===== src/rtl/regfile_writeback_arbiter.sv =====
// regfile_writeback_arbiter: merges pipeline writeback and long-latency results into one RF write port
module regfile_writeback_arbiter #(
    parameter int XLEN       = 32,
    parameter int AW         = 5,
    parameter int LL_DEPTH   = 2,
    parameter int STARVE_MAX = 4
) (
    input  logic            clk,
    input  logic            rst_n,
    input  logic            pipe_we,
    input  logic [AW-1:0]   pipe_waddr,
    input  logic [XLEN-1:0] pipe_wdata,
    input  logic            ll_issue_valid,
    input  logic [AW-1:0]   ll_issue_rd,
    input  logic            ll_valid,
    output logic            ll_ready,
    input  logic [AW-1:0]   ll_waddr,
    input  logic [XLEN-1:0] ll_wdata,
    output logic            rf_we,
    output logic [AW-1:0]   rf_waddr,
    output logic [XLEN-1:0] rf_wdata,
    input  logic [AW-1:0]   q_addr1,
    input  logic [AW-1:0]   q_addr2,
    output logic            q_busy1,
    output logic            q_busy2,
    output logic            pipe_hold
);
    localparam int PW = $clog2(LL_DEPTH);
    localparam int CW = PW + 1;
    localparam int SW = $clog2(STARVE_MAX + 1);

    logic [AW+XLEN-1:0] mem [LL_DEPTH];
    logic [PW-1:0]      wr_ptr, rd_ptr;
    logic [CW-1:0]      count, count_nxt;
    logic [SW-1:0]      starve_cnt, starve_nxt;
    logic [2**AW-1:0]   busy, busy_nxt;
    logic               pipe_wr, push, pop;
    logic [AW-1:0]      head_addr;
    logic [XLEN-1:0]    head_data;

    assign ll_ready  = count < CW'(LL_DEPTH);
    assign push      = ll_valid && ll_ready;
    assign pipe_wr   = pipe_we && (pipe_waddr != '0);
    assign pop       = !pipe_wr && (count != '0);
    assign head_addr = mem[rd_ptr][AW+XLEN-1:XLEN];
    assign head_data = mem[rd_ptr][XLEN-1:0];
    assign q_busy1   = (q_addr1 != '0) && busy[q_addr1];
    assign q_busy2   = (q_addr2 != '0) && busy[q_addr2];
    assign count_nxt = count + CW'(push) - CW'(pop);

    // Scoreboard update: a drain clears its rd first so a same-cycle issue to that rd wins
    always_comb begin
        busy_nxt = busy;
        if (pop) busy_nxt[head_addr] = 1'b0;
        if (ll_issue_valid && ll_issue_rd != '0) busy_nxt[ll_issue_rd] = 1'b1;
        busy_nxt[0] = 1'b0;
    end

    // Starvation counter: grows only while a pipe write blocks a non-empty FIFO
    always_comb begin
        starve_nxt = (pop || count == '0) ? '0 :
                     (starve_cnt >= SW'(STARVE_MAX)) ? starve_cnt : starve_cnt + 1'b1;
    end

    // FIFO storage needs no reset; pointers and count define validity
    always_ff @(posedge clk) begin
        if (push) mem[wr_ptr] <= {ll_waddr, ll_wdata};
    end

    // FIFO pointers, scoreboard and starvation state
    always_ff @(posedge clk or negedge rst_n) begin
        if (!rst_n) begin
            wr_ptr     <= '0;
            rd_ptr     <= '0;
            count      <= '0;
            busy       <= '0;
            starve_cnt <= '0;
            pipe_hold  <= 1'b0;
        end else begin
            if (push) wr_ptr <= wr_ptr + 1'b1;
            if (pop) rd_ptr <= rd_ptr + 1'b1;
            count      <= count_nxt;
            busy       <= busy_nxt;
            starve_cnt <= starve_nxt;
            pipe_hold  <= starve_nxt >= SW'(STARVE_MAX);
        end
    end

    // Registered RF write port: pipe first, else FIFO head; address/data hold when idle
    always_ff @(posedge clk or negedge rst_n) begin
        if (!rst_n) begin
            rf_we    <= 1'b0;
            rf_waddr <= '0;
            rf_wdata <= '0;
        end else if (pipe_wr) begin
            rf_we    <= 1'b1;
            rf_waddr <= pipe_waddr;
            rf_wdata <= pipe_wdata;
        end else if (pop && head_addr != '0) begin
            rf_we    <= 1'b1;
            rf_waddr <= head_addr;
            rf_wdata <= head_data;
        end else begin
            rf_we    <= 1'b0;
        end
    end
endmodule


===== config.mk =====
export PLATFORM = sky130hd
export DESIGN_NAME = regfile_writeback_arbiter
export DESIGN_NICKNAME = d
export VERILOG_FILES = /design/src/rtl/regfile_writeback_arbiter.sv
export SDC_FILE = /design/constraint.sdc
export NUM_CORES = 1
export LEC_CHECK = 0
export CORE_MARGIN = 2
export CORE_UTILIZATION = 47
export CTS_CLUSTER_SIZE = 16
export DETAILED_ROUTE_END_ITERATION = 8
export GPL_ROUTABILITY_DRIVEN = 0
export PLACE_DENSITY_LB_ADDON = 0.2
export SLEW_MARGIN = 25
export SYNTH_ARGS = -nofsm -noshare
export SYNTH_HDL_FRONTEND = slang
export SYNTH_SLANG_ARGS = --single-unit

===== constraint.sdc =====
create_clock -name clk -period 6.94 [get_ports clk]
set_input_delay 2.082 -clock clk [delete_from_list [all_inputs] [get_ports clk]]
set_output_delay 2.082 -clock clk [all_outputs]
set_load 0.005 [all_outputs]

Word-level counts from Yosys, hierarchy flattened:

Memory sizes are Yosys's and may differ from the RTL's.
Index checks and enable logic that the tools add are counted.

* $add $sub $neg: 5
* bitwise gates (word level): 3
* reductions and logical operators: 19
* $lt $le $gt $ge: 9
* mux-type cells: 20

Operator list (count)
* $mux 32: 4
* $and 32x32->32: 1
* $not 32->32: 1
* $or 32x32->32: 1
* $reduce_bool 5->1: 5
* $lt 5x6->1 const B: 4
* $bmux 1 s5: 2
* $demux 1 s5: 2
* $ge 5x1->1 const B: 2
* $mux 5: 2
* $logic_and 1x1->1: 9
* $mux 1: 8
* $ge 3x3->1 const B: 2
* $mux 3: 2
* $reduce_bool 2->1: 2
* $add 3x1->3 const B: 1
* $add 1x1->1 const B: 2
* $add 2x1->2: 1
* $logic_not 2->1: 1
* $lt 2x2->1 const B: 1
* $sub 2x1->2: 1
* $logic_not 1->1: 1
* $logic_or 1x1->1: 1

* register bits: 77
* logic and storage cells: 66
* RAM bits: 74
* input bits: 94
* memories: 1

Memories
* mem: words 2, bits a word 37, rd ports 1, clocked after memory_dff 0, write ports 1, RTL line 32 `logic [AW+XLEN-1:0] mem [LL_DEPTH];`

Logic depth before layout (Yosys ltp):

An unclocked memory read counts as a cell.

* word-level depth: 10
* gate-level depth with buffers: 8
* gate-level depth less buffers: 6

Worst setup path after synthesis:

Ideal clock, no wire load.

* path kind: input-to-output
* start: input port q_addr1[0]
* end: output port q_busy1
* data required time: 4.858 ns
* path slack: 1.542 ns
* buffers on the path: 1
* data arrival time: 3.316 ns
* cell stages on the path: 5
* path through: clkbuf_1 -> mux4_2 -> o22ai_1 -> a311oi_1 -> a221o_1

* cells in the longest elaborated chain, start to end: 3
* elaborated cells between the ends (all ways): 4
* classes of those cells: mux (2); reduce/logical (2)

RTL lines
* start: declaration: RTL line 22 `input logic [AW-1:0] q_addr1,`
* $bmux 1 s5: RTL line 47 `assign q_busy1 = (q_addr1 != '0) && busy[q_addr1];`
* $mux 1 (not written as such): RTL line 47
* $logic_and 1x1->1 *: RTL line 47
* end: declaration: RTL line 24 `output logic q_busy1,`

Every way passes the cells marked *; elsewhere a longest branch is shown, timed or not. The select of a mux whose other input is x is not followed.

Final worst setup path:

* start: input port q_addr2[0]
* end: output port q_busy2

* cells in the longest elaborated chain, start to end: 3
* elaborated cells between the ends (all ways): 4
* classes of those cells: mux (2); reduce/logical (2)

RTL lines
* start: declaration: RTL line 23 `input logic [AW-1:0] q_addr2,`
* $bmux 1 s5: RTL line 48 `assign q_busy2 = (q_addr2 != '0) && busy[q_addr2];`
* $mux 1 (not written as such): RTL line 48
* $logic_and 1x1->1 *: RTL line 48
* end: declaration: RTL line 25 `output logic q_busy2,`

Marked as above.

==> results.md <==
- H-tree depth: 4
- Final number of setup-violating endpoints: 0
- Final Routed Wirelength: 17.3 mm
- Top-area cell type share of the netlist area: 31.2%
- Number of antenna cells inserted: 0
- Wirelength per Cell: about 21 µm
- Combined area of all synthesized cells: 0.00713 mm²
- Standard-cell row count: 45
- CTS Sinks: 150
- Worst hold path class: flip-flop to flip-flop
- Critical path arrival: roughly 4.4 ns
- Horizontal die dimension: 127 µm
- PostCTS Resize Cnt: 0
- Area of the die: 0.0162 mm²
- Post-layout total power: 3490 µW
- Largest area contributor in the synthesized netlist: edfxtp_1
- Pin count of the biggest net entering global routing: just under 80
- Setup tns final: 0 ns
- First-pass iteration count of the detailed router: 5
- Worst Skew: 0.0100 ns
- Simple-gate share of the synthesized area: 5.60%
- Power density of the placed cells: approximately 380 mW/mm²
- Count of distinct cell types in the synthesized netlist: 50
- Routed vias: 4962
- Total clock buffers created by CTS: 17
- Routed Antenna Nets: 0
- Commonest cells post-synth: mux2_2, dfrtp_1, edfxtp_1
- Worst rel slew slack: 29.1%
- Dominant combinational cell family by area after synthesis: multiplexers
- First-pass GRT wire length: 27.7 mm
- Predominant post-synthesis flop cell: dfrtp_1
- Proportion of synthesized area in mux cells: 22.1%
- Worst hold margin: 0.502 ns
- Critical path type: input pin to primary output
- Final layout net count: between 700 and 800
- Initial antenna violation count: 0
- Final Max Tran Viols: 0
- All-layer global routing usage: 22.2%
- Clock slew at reported path FFs: 0.06 ns
- Register area: 0.00413 mm²
- Proportion of synthesized chip area in sequential cells: roughly 58%
- Total of flip-flops plus latches after synthesis: 150
- Layout cells sized above 1: between 20% and 30%
- Largest voltage drop on the vdd net: 0.000211 V
- Post-synthesis xor/xnor area fraction: 0.491%
- Result of the run: completed
- Most area-consuming cells after synthesis: edfxtp_1, dfrtp_1, mux2_2
- Worst Max-Slew Pin Slew: between 1 and 1.5 ns
- Worst endpoint required time: 4.86 ns
- CTS tree: done
- Number of global-route vias before repair: 5315
- Final cycle utilization of the critical path: 92.8%
- Highest clock rate: approximately 0.16 GHz
- Final hold violations: 0
- # Post-CTS Setup Buffers: 0
- Adder-Cell Fraction of Synth Area: 0.527%
- Core outline area: around 0.015 mm²
- Most used standard cell by instance count after synthesis: mux2_2
- Post-synthesis async set-or-reset flop share: 50.7%
- Setup repair after global routing missed its margin: false
- Post-synthesis instance total: 509
- Hold-fix buffers at CTS: 0
- Clock insertion delay at the later pin of the skew report: 0.42 ns
- Leakage component of the power: approximately 0.0036 µW
- Starting Density: 47.4%
- Fill cells: 1195
- Maximum fanout along the worst path: 11
- DPL Wire Length: 12.0 mm
- Routed via count divided by cell count: 5.89
- Min Clock Period, post-route: 6.44 ns
- Area fraction in compound gates after synthesis: 10.1%
- Critical path launch point type: input pin
- Syn_area_per_cell: 14.0 µm²
- Clock root buffer master: clkbuf_16
- Area occupied by multi-input gates: 0.00280 mm²
- Number of violations of the max-capacitance limit: 0
- Synthesized netlist net count: 606
- Number of I/O port buffers: 135
- Die extent in y: 127 µm
- Top-level I/O count: 136
- Growth of design area from synthesis to finish: 29.7%
- Final routed DRC violation total: 0
- Critical Path Sink Type: primary output
- Buffer levels on the longest clock path: 2
- Starting DRC count in detailed routing: 396
- Syn. warnings: 0
- GRT overflow: 0
- Number of enable-type register cells in the synthesized netlist: 74
-- routing by layer --
metal / track usage [%] / vias up / share of wire (%)
met4: 8.79 / 0 / 2.5
li1: - / 2250 / -
met5: 0 / - / 0
met3: 7.62 / 39 / 7.8
met1: 27.3 / 2455 / 41
met2: 36.4 / 218 / 49
-- layout by cell type, fill, tap and decap left out, drive strengths merged, types with 4 or more instances in the layout --
| cell type | n |
|---|---|
| o41ai | 25 |
| o221ai | 5 |
| edfxtp | 74 |
| nor2 | 7 |
| dfrtp | 76 |
| clkinv | 4 |
| nor3b | 4 |
| a32oi | 5 |
| mux4 | 4 |
| o311ai | 4 |
| nand2 | 19 |
| buf | 8 |
| mux2i | 14 |
| a221oi | 4 |
| clkdlybuf4s50 | 134 |
| inv | 27 |
| nand2b | 5 |
| mux2 | 113 |
| o2111ai | 4 |
| nor2b | 5 |
| o21ai | 38 |
| clkbuf | 18 |
| nor3 | 8 |
-- report_power, final --
group | leakage, µW | internal (µW) | total [µW] | switching [µW]
Sequential | 0.00156 | 1230 | 1440 | 210
Combinational | 0.00172 | 657 | 1150 | 489
Clock | 0.000276 | 513 | 899 | 387
-- worst max-delay path, cell delays in order --
cell	delay, ns
clkdlybuf4s50_1	0.73
mux4_2	0.56
o22ai_1	0.20
a311oi_1	0.06
a221o_1	0.28
clkdlybuf4s50_1	0.45
-- registers in the layout, summed over array words and instances (netlist names) --
register / count
rf_we: 1
count: 2
rd_ptr: 1
mem: 74
busy: 31
wr_ptr: 1
pipe_hold: 1
starve_cnt: 2
rf_wdata: 32
rf_waddr: 5
-- through the flow --
step,setup WS [ns],utilization [%],instances,area (µm²)
6_report,0.502,61.5,842,9250
5_1_grt,0.412,61.5,842,9250
4_1_cts,0.504,61.5,842,9240
3_5_place_dp,0.500,57.6,810,8660
3_3_place_gp,0.581,57.4,809,8630
2_1_floorplan,1.54,-,509,7130
-- logic make-up after synthesis --
| group | count (synthesis) |
|---|---|
| buffers and inverters | 50 |
| adder cells (fa/ha/maj) | 3 |
| flip-flops | 150 |
| AND/OR/NAND/NOR | 70 |
| multiplexers | 131 |
| XOR/XNOR | 4 |
| AO/OA/AOI/OAI | 101 |
-- path summary, 6_finish.rpt --
path / cells after the start / from / slack (ns) / to
max in group asynchronous: 1 / rst_n / 4.69 / rd_ptr$_DFFE_PN0P_
hold reg to reg: 1 / rf_waddr[1]$_DFFE_PN0P_ / 0.50 / rf_waddr[1]$_DFFE_PN0P_
setup / recovery: 6 / q_addr2[0] / 0.50 / q_busy2
hold / removal: 1 / rf_waddr[1]$_DFFE_PN0P_ / 0.50 / rf_waddr[1]$_DFFE_PN0P_
min in group asynchronous: 1 / rst_n / 1.71 / rf_wdata[26]$_DFFE_PN0P_
setup reg to reg: 5 / rd_ptr$_DFFE_PN0P_ / 4.41 / rf_wdata[3]$_DFFE_PN0P_
-- cell type report --
cell class              count  share of cell area [%]
flip-flops and latches    150                    44.6
well taps                 188                    2.54
clock buffers              18                    4.75
inverters                  21                   0.852
multi-input cells         309                    30.3
clock inverters            14                    1.54
repair buffers            142                    15.4
Note: power is estimated with default switching activity, not from simulation.
